===== src/rtl/ts_packet_gen.sv =====
// Packs a payload byte stream into 188-byte MPEG-2 TS packets, one byte per tx_en strobe.
// Define TS_NULL_FILL_EN to emit null packets whenever no payload is pending at a packet boundary.
module ts_packet_gen #(
  parameter logic [12:0] PID     = 13'h0100,
  parameter int          PKT_LEN = 188,
  parameter int          HDR_LEN = 4
) (
  input  logic       clk,
  input  logic       rst,
  input  logic       tx_en,
  input  logic [7:0] s_data,
  input  logic       s_valid,
  input  logic       s_pusi,
  output logic       s_ready,
  output logic [7:0] byte_out,
  output logic       byte_valid,
  output logic       sop,
  output logic       underrun
);

  localparam logic [1:0] IDLE     = 2'd0;
  localparam logic [1:0] HDR      = 2'd1;
  localparam logic [1:0] PAYLOAD  = 2'd2;
  localparam logic [7:0] LAST_IDX = 8'(PKT_LEN - 1);
  localparam logic [7:0] LAST_HDR = 8'(HDR_LEN - 1);

`ifdef TS_NULL_FILL_EN
  localparam logic [1:0] NULL_PKT = 2'd3;
  localparam bit         FILL_EN  = 1'b1;
`else
  localparam bit         FILL_EN  = 1'b0;
`endif

  logic [1:0] state;
  logic [7:0] idx;
  logic [3:0] cc;
  logic       pusi;
  logic       null_pkt;
  logic [7:0] hdr_byte;

  assign s_ready = tx_en && (state == PAYLOAD);

  // Header bytes 1..3; byte 0 (sync) is emitted directly from IDLE.
  always_comb begin
    hdr_byte = 8'h47;
    case (idx[1:0])
      2'd1:    hdr_byte = null_pkt ? 8'h1F : {1'b0, pusi, 1'b0, PID[12:8]};
      2'd2:    hdr_byte = null_pkt ? 8'hFF : PID[7:0];
      2'd3:    hdr_byte = null_pkt ? 8'h10 : {4'b0001, cc};
      default: hdr_byte = 8'h47;
    endcase
  end

`ifndef TS_NULL_FILL_EN
  assign null_pkt = 1'b0;
`endif

  always_ff @(posedge clk or negedge rst) begin
    if (!rst) begin
      state      <= IDLE;
      idx        <= 8'd0;
      cc         <= 4'd0;
      pusi       <= 1'b0;
`ifdef TS_NULL_FILL_EN
      null_pkt   <= 1'b0;
`endif
      byte_out   <= 8'h00;
      byte_valid <= 1'b0;
      sop        <= 1'b0;
      underrun   <= 1'b0;
    end else begin
      byte_valid <= 1'b0;
      if (tx_en) begin
        case (state)
          IDLE: begin
            if (s_valid || FILL_EN) begin
              pusi       <= s_pusi;
`ifdef TS_NULL_FILL_EN
              null_pkt   <= !s_valid;
`endif
              byte_out   <= 8'h47;
              byte_valid <= 1'b1;
              sop        <= 1'b1;
              underrun   <= 1'b0;
              idx        <= 8'd1;
              state      <= HDR;
            end
          end
          HDR: begin
            byte_out   <= hdr_byte;
            byte_valid <= 1'b1;
            sop        <= 1'b0;
            underrun   <= 1'b0;
            idx        <= idx + 8'd1;
            if (idx == LAST_HDR) begin
`ifdef TS_NULL_FILL_EN
              state <= null_pkt ? NULL_PKT : PAYLOAD;
`else
              state <= PAYLOAD;
`endif
            end
          end
          PAYLOAD: begin
            // Missing payload is stuffed with 0xFF so the packet length never changes.
            byte_out   <= s_valid ? s_data : 8'hFF;
            byte_valid <= 1'b1;
            sop        <= 1'b0;
            underrun   <= !s_valid;
            if (idx == LAST_IDX) begin
              idx   <= 8'd0;
              cc    <= cc + 4'd1;
              state <= IDLE;
            end else begin
              idx <= idx + 8'd1;
            end
          end
`ifdef TS_NULL_FILL_EN
          NULL_PKT: begin
            byte_out   <= 8'hFF;
            byte_valid <= 1'b1;
            sop        <= 1'b0;
            underrun   <= 1'b0;
            if (idx == LAST_IDX) begin
              idx   <= 8'd0;
              state <= IDLE;
            end else begin
              idx <= idx + 8'd1;
            end
          end
`endif
          default: state <= IDLE;
        endcase
      end
    end
  end

endmodule

===== config.mk =====
export PLATFORM = sky130hd
export DESIGN_NAME = ts_packet_gen
export DESIGN_NICKNAME = d
export VERILOG_FILES = /design/src/rtl/ts_packet_gen.sv
export SDC_FILE = /design/constraint.sdc
export NUM_CORES = 1
export LEC_CHECK = 0
export CAP_MARGIN = 20
export CORE_MARGIN = 2
export CORE_UTILIZATION = 25
export CTS_CLUSTER_DIAMETER = 30
export DETAILED_ROUTE_END_ITERATION = 10
export PLACE_DENSITY_LB_ADDON = 0.1
export RECOVER_POWER = 50
export SYNTH_ARGS = -nofsm -noshare
export SYNTH_HDL_FRONTEND = slang
export SYNTH_SLANG_ARGS = --single-unit

===== constraint.sdc =====
create_clock -name clk -period 2.4 [get_ports clk]
set_input_delay 0.24 -clock clk [delete_from_list [all_inputs] [get_ports clk]]
set_output_delay 0.24 -clock clk [all_outputs]
set_load 0.005 [all_outputs]

==> impl_metrics.py, run 1 <==
metrics = {
    "outcome": {
        "status": "complete, no violations",
    },
    "drt": {
        "drt_iter0_markers": 51,
        "ant_nets": 0,
        "drt_first_pass_iters": 4,
        "drc": 0,
        "viasPerCell": 4.575,
        "drt_wl_total_microns": 3302,
        "via_count": 1098,
        "wl_per_cell_microns": 13.76,
    },
    "clock_network": {
        "clkSinkCount": 26,
        "clk_latency_ns": 0.28,
        "holdBufCountCts": 0,
        "cts_buffers": 3,
        "cts_resized": 0,
        "clock_path_buffers": 2,
        "cts.clk_slew.worst_paths_ns": 0.10,
        "cts_setup_buffers": 0,
        "cts_tree": "built",
        "cts_root_buffer": "clkbuf_8",
        "htreeDepth": 1,
    },
    "synth": {
        "ys_ff_latch": 26,
        "synth_cell_types": 37,
        "yosys-top-cells-area": "dfrtp_1, ha_1, xnor2_1",
        "synthCells": 142,
        "synth_area_per_cell_sq_um": 10.07,
        "synth_edf_count": 0,
        "synth_warnings": 0,
        "yosys_most_used_dff": "dfrtp_1",
        "syn-num-nets": 165,
        "synthArstFlopShare_pct": 100.0,
        "yosysTopAreaCell": "dfrtp_1",
        "synth_seq_area_share_pct": 45.49,
        "syn_area_sq_um": 1430,
        "synth_top_area_share_pct": 45.49,
    },
    "worst_setup_path": {
        "startpoint_type": "flip-flop",
        "cp.arrival_ns": 1.92,
        "rrSetupSlack_ns": 0.25,
        "crit_buf_inv": 3,
        "slowest_stage": "clkdlybuf4s50_1",
        "worst_path_most_repeated_cell": "inv_1",
        "crit_required_ns": 2.16,
        "path_cells": "inv_1, ha_2, nand2_1, inv_1, clkdlybuf4s50_1",
        "crit_fanout": 10,
        "cpLargestDelayFamily": "buffers and inverters",
        "crit_type": "reg -> out",
        "slowest_delay_ns": 0.49,
        "endpoint_kind": "output port",
    },
    "floorplan": {
        "die_x_microns": 79.64,
        "io_pins": 25,
        "dieHeight_microns": 79.64,
        "start_util_pct": 25.97,
        "fp-row-count": 27,
        "dieArea_sq_um": 6342,
        "core_sq_um": 5507,
    },
    "min_path": {
        "hold_path_class": "reg -> reg",
    },
    "placement": {
        "hpwl_microns": 2509,
        "port_buffers": 24,
        "gp_congestion": 0.7986,
    },
    "sta": {
        "setup_viol": 0,
        "finalHoldViolCount": 0,
        "relSlewSlack_pct": 5.788,
        "rsz0062_at_grt": "false",
        "timing.fmax_ghz": 0.4632,
        "setup_tns_ns": 0,
        "fin_skew_ns": 0.003883,
        "fin_crit_ns": 2.159,
        "period_share_pct": 89.96,
        "slew_violations": 0,
        "tightest_slew_ns": 1.413,
    },
    "power": {
        "p_leak_nw": 0.7862,
        "irDropWorstVdd_mv": 0.2152,
        "p_per_area_nw_per_um2": 924.4,
    },
    "global_route": {
        "grt_remaining_overflow": 0,
        "grt_pass1_vias": 1159,
        "grt_pass1_wl_microns": 5713,
        "antenna_found_initial": 0,
        "grt_usage_pct": 11.81,
        "grt_max_degree": 27,
    },
    "run": {
        "drv_cap": 0,
    },
    "cells_and_area": {
        "drive_above_1_share_pct": 10.71,
        "fin_util_pct": 33.31,
        "area_growth_pct": 28.26,
        "n_antenna_cell": 0,
        "finalNetCount": 192,
    },
}
-- logic make-up (layout without fill, tap and decap cells) --
logic type,after synthesis,after routing,share of synthesized area (%)
multiplexers,3,3,2.624
adder cells (fa/ha/maj),10,10,8.749
AO/OA/AOI/OAI,31,31,14.61
buffers and inverters,12,38,3.412
flip-flops,26,26,45.49
AND/OR/NAND/NOR,51,51,19.60
XOR/XNOR,9,9,5.512
-- cells in the mapped netlist (2+ instances only) --
| library cell | number |
|---|---|
| dfrtp_1 | 26 |
| nand2_1 | 15 |
| a21oi_1 | 13 |
| ha_1 | 10 |
| xnor2_1 | 8 |
| nor2_1 | 7 |
| inv_1 | 6 |
| nand3_1 | 6 |
| nand2b_1 | 4 |
| o21ai_0 | 4 |
| a32oi_1 | 3 |
| buf_2 | 3 |
| clkbuf_1 | 3 |
| nand4_1 | 3 |
| nor2b_1 | 3 |
| nor4_1 | 3 |
| a31oi_1 | 2 |
| mux2_2 | 2 |
| nor3_1 | 2 |
| o31ai_1 | 2 |
-- report_power, final --
part	internal (W)	leakage [nW]	switching [W]
Clock	0.000223	0.0357	0.000149
Sequential	0.000541	0.337	0.0000857
Combinational	0.000335	0.413	0.000361
Total	0.00110	0.786	0.000596
-- layout make-up --
cell class	count	area, sq um
fill	563	3672
clock buffer	3	41.29
inverter	6	22.52
tap	72	90.09
sequential	26	650.6
clock inverter	1	30.03
timing repair buffer	28	266.5
multi-input combinational	104	733.2
-- registers in the layout (all words and copies together), names as in the netlist --
signal / cells
cc: 4
byte_out: 8
state: 2
underrun: 1
pusi: 1
byte_valid: 1
sop: 1
idx: 8
-- layout by cell type (no fill, tap or decap), types with 3 or more instances in the layout --
cell | Yosys | layout
dfrtp_1 | 26 | 26
clkdlybuf4s50_1 | 0 | 19
nand2_1 | 15 | 15
a21oi_1 | 13 | 13
ha_1 | 10 | 9
xnor2_1 | 8 | 8
nor2_1 | 7 | 7
inv_1 | 6 | 6
nand3_1 | 6 | 6
dlygate4sd3_1 | 0 | 5
nand2b_1 | 4 | 4
o21ai_0 | 4 | 4
nor2b_1 | 3 | 3
nand4_1 | 3 | 3
nor4_1 | 3 | 3
a32oi_1 | 3 | 3
clkbuf_8 | 0 | 3
buf_4 | 0 | 3
-- path summary, 6_finish.rpt --
path / startpoint / cells past startpoint / to
worst max-delay path: state[0] / 5 / s_ready
worst min-delay path: byte_out[4] / 2 / byte_out[4]
worst max register to register: state[0] / 6 / idx[0]
worst min register to register: byte_out[4] / 2 / byte_out[4]
max in group asynchronous: rst / 2 / cc[3]
min in group asynchronous: rst / 2 / sop
-- per-stage QoR --
stage               cells  setup WS [ns]  power (W)  cell area (sq um)  hold slack [ns]
finish                240         0.2409   0.001696               1834           0.4792
global route          240        0.02939   0.001855               1834           0.5012
CTS                   240        0.04271   0.001734               1836           0.3361
detailed placement    236         0.2852   0.001352               1764           0.4694
global placement      236         0.3795   0.001351               1764           0.4636
floorplan             142         0.6509   0.001065               1430         -0.05559
-- layer usage --
metal  vias to the layer above  wire (microns)  GRT usage [%]
li1                        552               -              -
met1                       511            1510          15.70
met2                        26            1564          18.07
met3                         9             138          2.715
met4                         0              88          5.517
met5                         -               0              0
-- worst reg2reg max path, delay by kind of cell, from the launching register on --
kind | cells | cell delay (ns)
AO/OA/AOI/OAI | 1 | 0.16
adder cells (fa/ha/maj) | 1 | 0.23
buffers and inverters | 1 | 0.10
flip-flops | 1 | 0.42
AND/OR/NAND/NOR | 3 | 1.12
No activity file was read; power rests on OpenSTA's default activity.
==> run 2: changes to the inputs <==
CAP_MARGIN = unset   (was 20)
CORE_UTILIZATION = 50   (was 25)
CTS_BUF_LIST = sky130_fd_sc_hd__clkbuf_16   (was unset)
==> impl_metrics.py, run 2 (same netlist as run 1, synthesis figures left out) <==
metrics = {
    "outcome": {
        "status": "complete, no violations",
    },
    "worst_setup_path": {
        "crit_required_ns": 2.53,
        "rrSetupSlack_ns": 0.18,
        "reg2reg_depth": 6,
        "reg2reg_from": "state[0]",
        "r2r-end": "idx[0]",
        "startpoint_type": "flip-flop",
        "crit_type": "reg -> reg",
        "cp.arrival_ns": 2.35,
        "endpoint_kind": "flip-flop",
        "crit_fanout": 14,
    },
    "sta": {
        "timing.fmax_ghz": 0.4501,
        "setup_tns_ns": 0,
        "tightest_slew_ns": 1.407,
        "finalHoldViolCount": 0,
        "fin_skew_ns": 0.002573,
        "setup_viol": 0,
        "rsz0062_at_grt": "false",
        "slew_violations": 0,
        "period_share_pct": 92.57,
        "relSlewSlack_pct": 6.217,
        "fin_crit_ns": 2.222,
    },
    "clock_network": {
        "cts_tree": "built",
        "cts_setup_buffers": 0,
        "clock_path_buffers": 2,
        "holdBufCountCts": 0,
        "cts.clk_slew.worst_paths_ns": 0.06,
        "clkSinkCount": 26,
        "clk_latency_ns": 0.26,
        "cts_resized": 0,
        "cts_root_buffer": "clkbuf_16",
        "htreeDepth": 1,
        "cts_buffers": 3,
    },
    "floorplan": {
        "dieArea_sq_um": 3304,
        "dieHeight_microns": 57.48,
        "start_util_pct": 52.31,
        "io_pins": 25,
        "fp-row-count": 19,
        "core_sq_um": 2734,
        "die_x_microns": 57.48,
    },
    "power": {
        "p_leak_nw": 0.7834,
        "irDropWorstVdd_mv": 0.6819,
        "p_per_area_nw_per_um2": 1016,
    },
    "global_route": {
        "grt_max_degree": 27,
        "grt_usage_pct": 21.38,
        "grt_pass1_vias": 1149,
        "grt_pass1_wl_microns": 5375,
        "grt_remaining_overflow": 0,
        "antenna_found_initial": 0,
    },
    "cells_and_area": {
        "mostFrequentLayoutCell": "dfrtp_1",
        "fin_area_sq_um": 1802,
        "area_growth_pct": 25.98,
        "layout_common_cells": "dfrtp_1, clkdlybuf4s50_1, nand2_1",
        "drive_above_1_share_pct": 9.639,
        "finalNetCount": 190,
        "n_antenna_cell": 0,
        "fillers": 218,
        "reg_top3": "byte_out x8, idx x8, cc x4",
    },
    "drt": {
        "wl_per_cell_microns": 16.77,
        "drt_iter0_markers": 27,
        "drt_first_pass_iters": 4,
        "viasPerCell": 5.680,
        "via_count": 1119,
        "drt_wl_total_microns": 3304,
        "drc": 0,
        "ant_nets": 0,
    },
    "min_path": {
        "hold_path_class": "reg -> reg",
        "hp-start": "byte_out[5]",
        "hold_path_depth": 2,
        "hold_end": "byte_out[5]",
    },
    "placement": {
        "hpwl_microns": 2236,
        "gp_congestion": 0.7815,
        "place_area_sq_um": 1698,
        "port_buffers": 24,
    },
    "run": {
        "drv_cap": 0,
    },
}
[run 2: changes by cell type in the layout (fill, tap and decap cells not counted), sizes merged]
cell  change
buf       -2
[run 2: layout make-up]
cell class / count / area [sq um] / area share [%]
clock buffers: 3 / 75.07 / 4.167
clock inverters: 1 / 30.03 / 1.667
inverters: 6 / 22.52 / 1.250
multi-input cells: 104 / 733.2 / 40.69
flip-flops and latches: 26 / 650.6 / 36.11
well taps: 31 / 38.79 / 2.153
repair buffers: 26 / 251.5 / 13.96
[run 2: how the worst max path moves through the flow]
stage	from	endpoint	slack, ns	depth (start not counted)
after CTS	state[0]	s_ready	0.09	5
after detailed placement	s_valid	idx[0]	0.20	5
after global placement	s_valid	idx[0]	0.31	5
after global routing	state[0]	byte_out[3]	0.07	6
after floorplan	state[0]	state[0]	0.65	7
final	state[0]	idx[0]	0.18	6
[run 2: metrics by stage]
step | power, W | worst slack (ns) | utilization, % | std cells | hold slack (ns)
final | 0.001830 | 0.1782 | 65.90 | 197 | 0.4737
after CTS | 0.001836 | 0.08799 | 65.95 | 197 | 0.3539
after detailed placement | 0.001332 | 0.2030 | 62.11 | 193 | 0.4651
after global routing | 0.001928 | 0.06972 | 65.90 | 197 | 0.4977
after global placement | 0.001311 | 0.3074 | 62.11 | 193 | 0.4630
after floorplan | 0.001065 | 0.6509 | - | 142 | -0.05559
[run 2: routing by layer]
layer	share of wire (%)	GRT usage, %	up-vias
li1	-	-	543
met1	42	25.44	535
met2	52	37.82	31
met3	3.7	3.855	10
met4	3.0	8.638	0
met5	0	0	-
[run 2: power breakdown]
group	internal [W]	leakage [nW]	switching [W]
clock network	0.000332	0.0511	0.000158
registers	0.000542	0.337	0.0000873
logic	0.000329	0.395	0.000382
[run 2: worst max-delay path, stage by stage (launching register included)]
cell,delay [ns]
dfrtp_1,0.41
inv_1,0.11
ha_1,0.23
nor2b_1,0.22
nor2_1,0.74
nand2_1,0.19
a2bb2oi_1,0.18
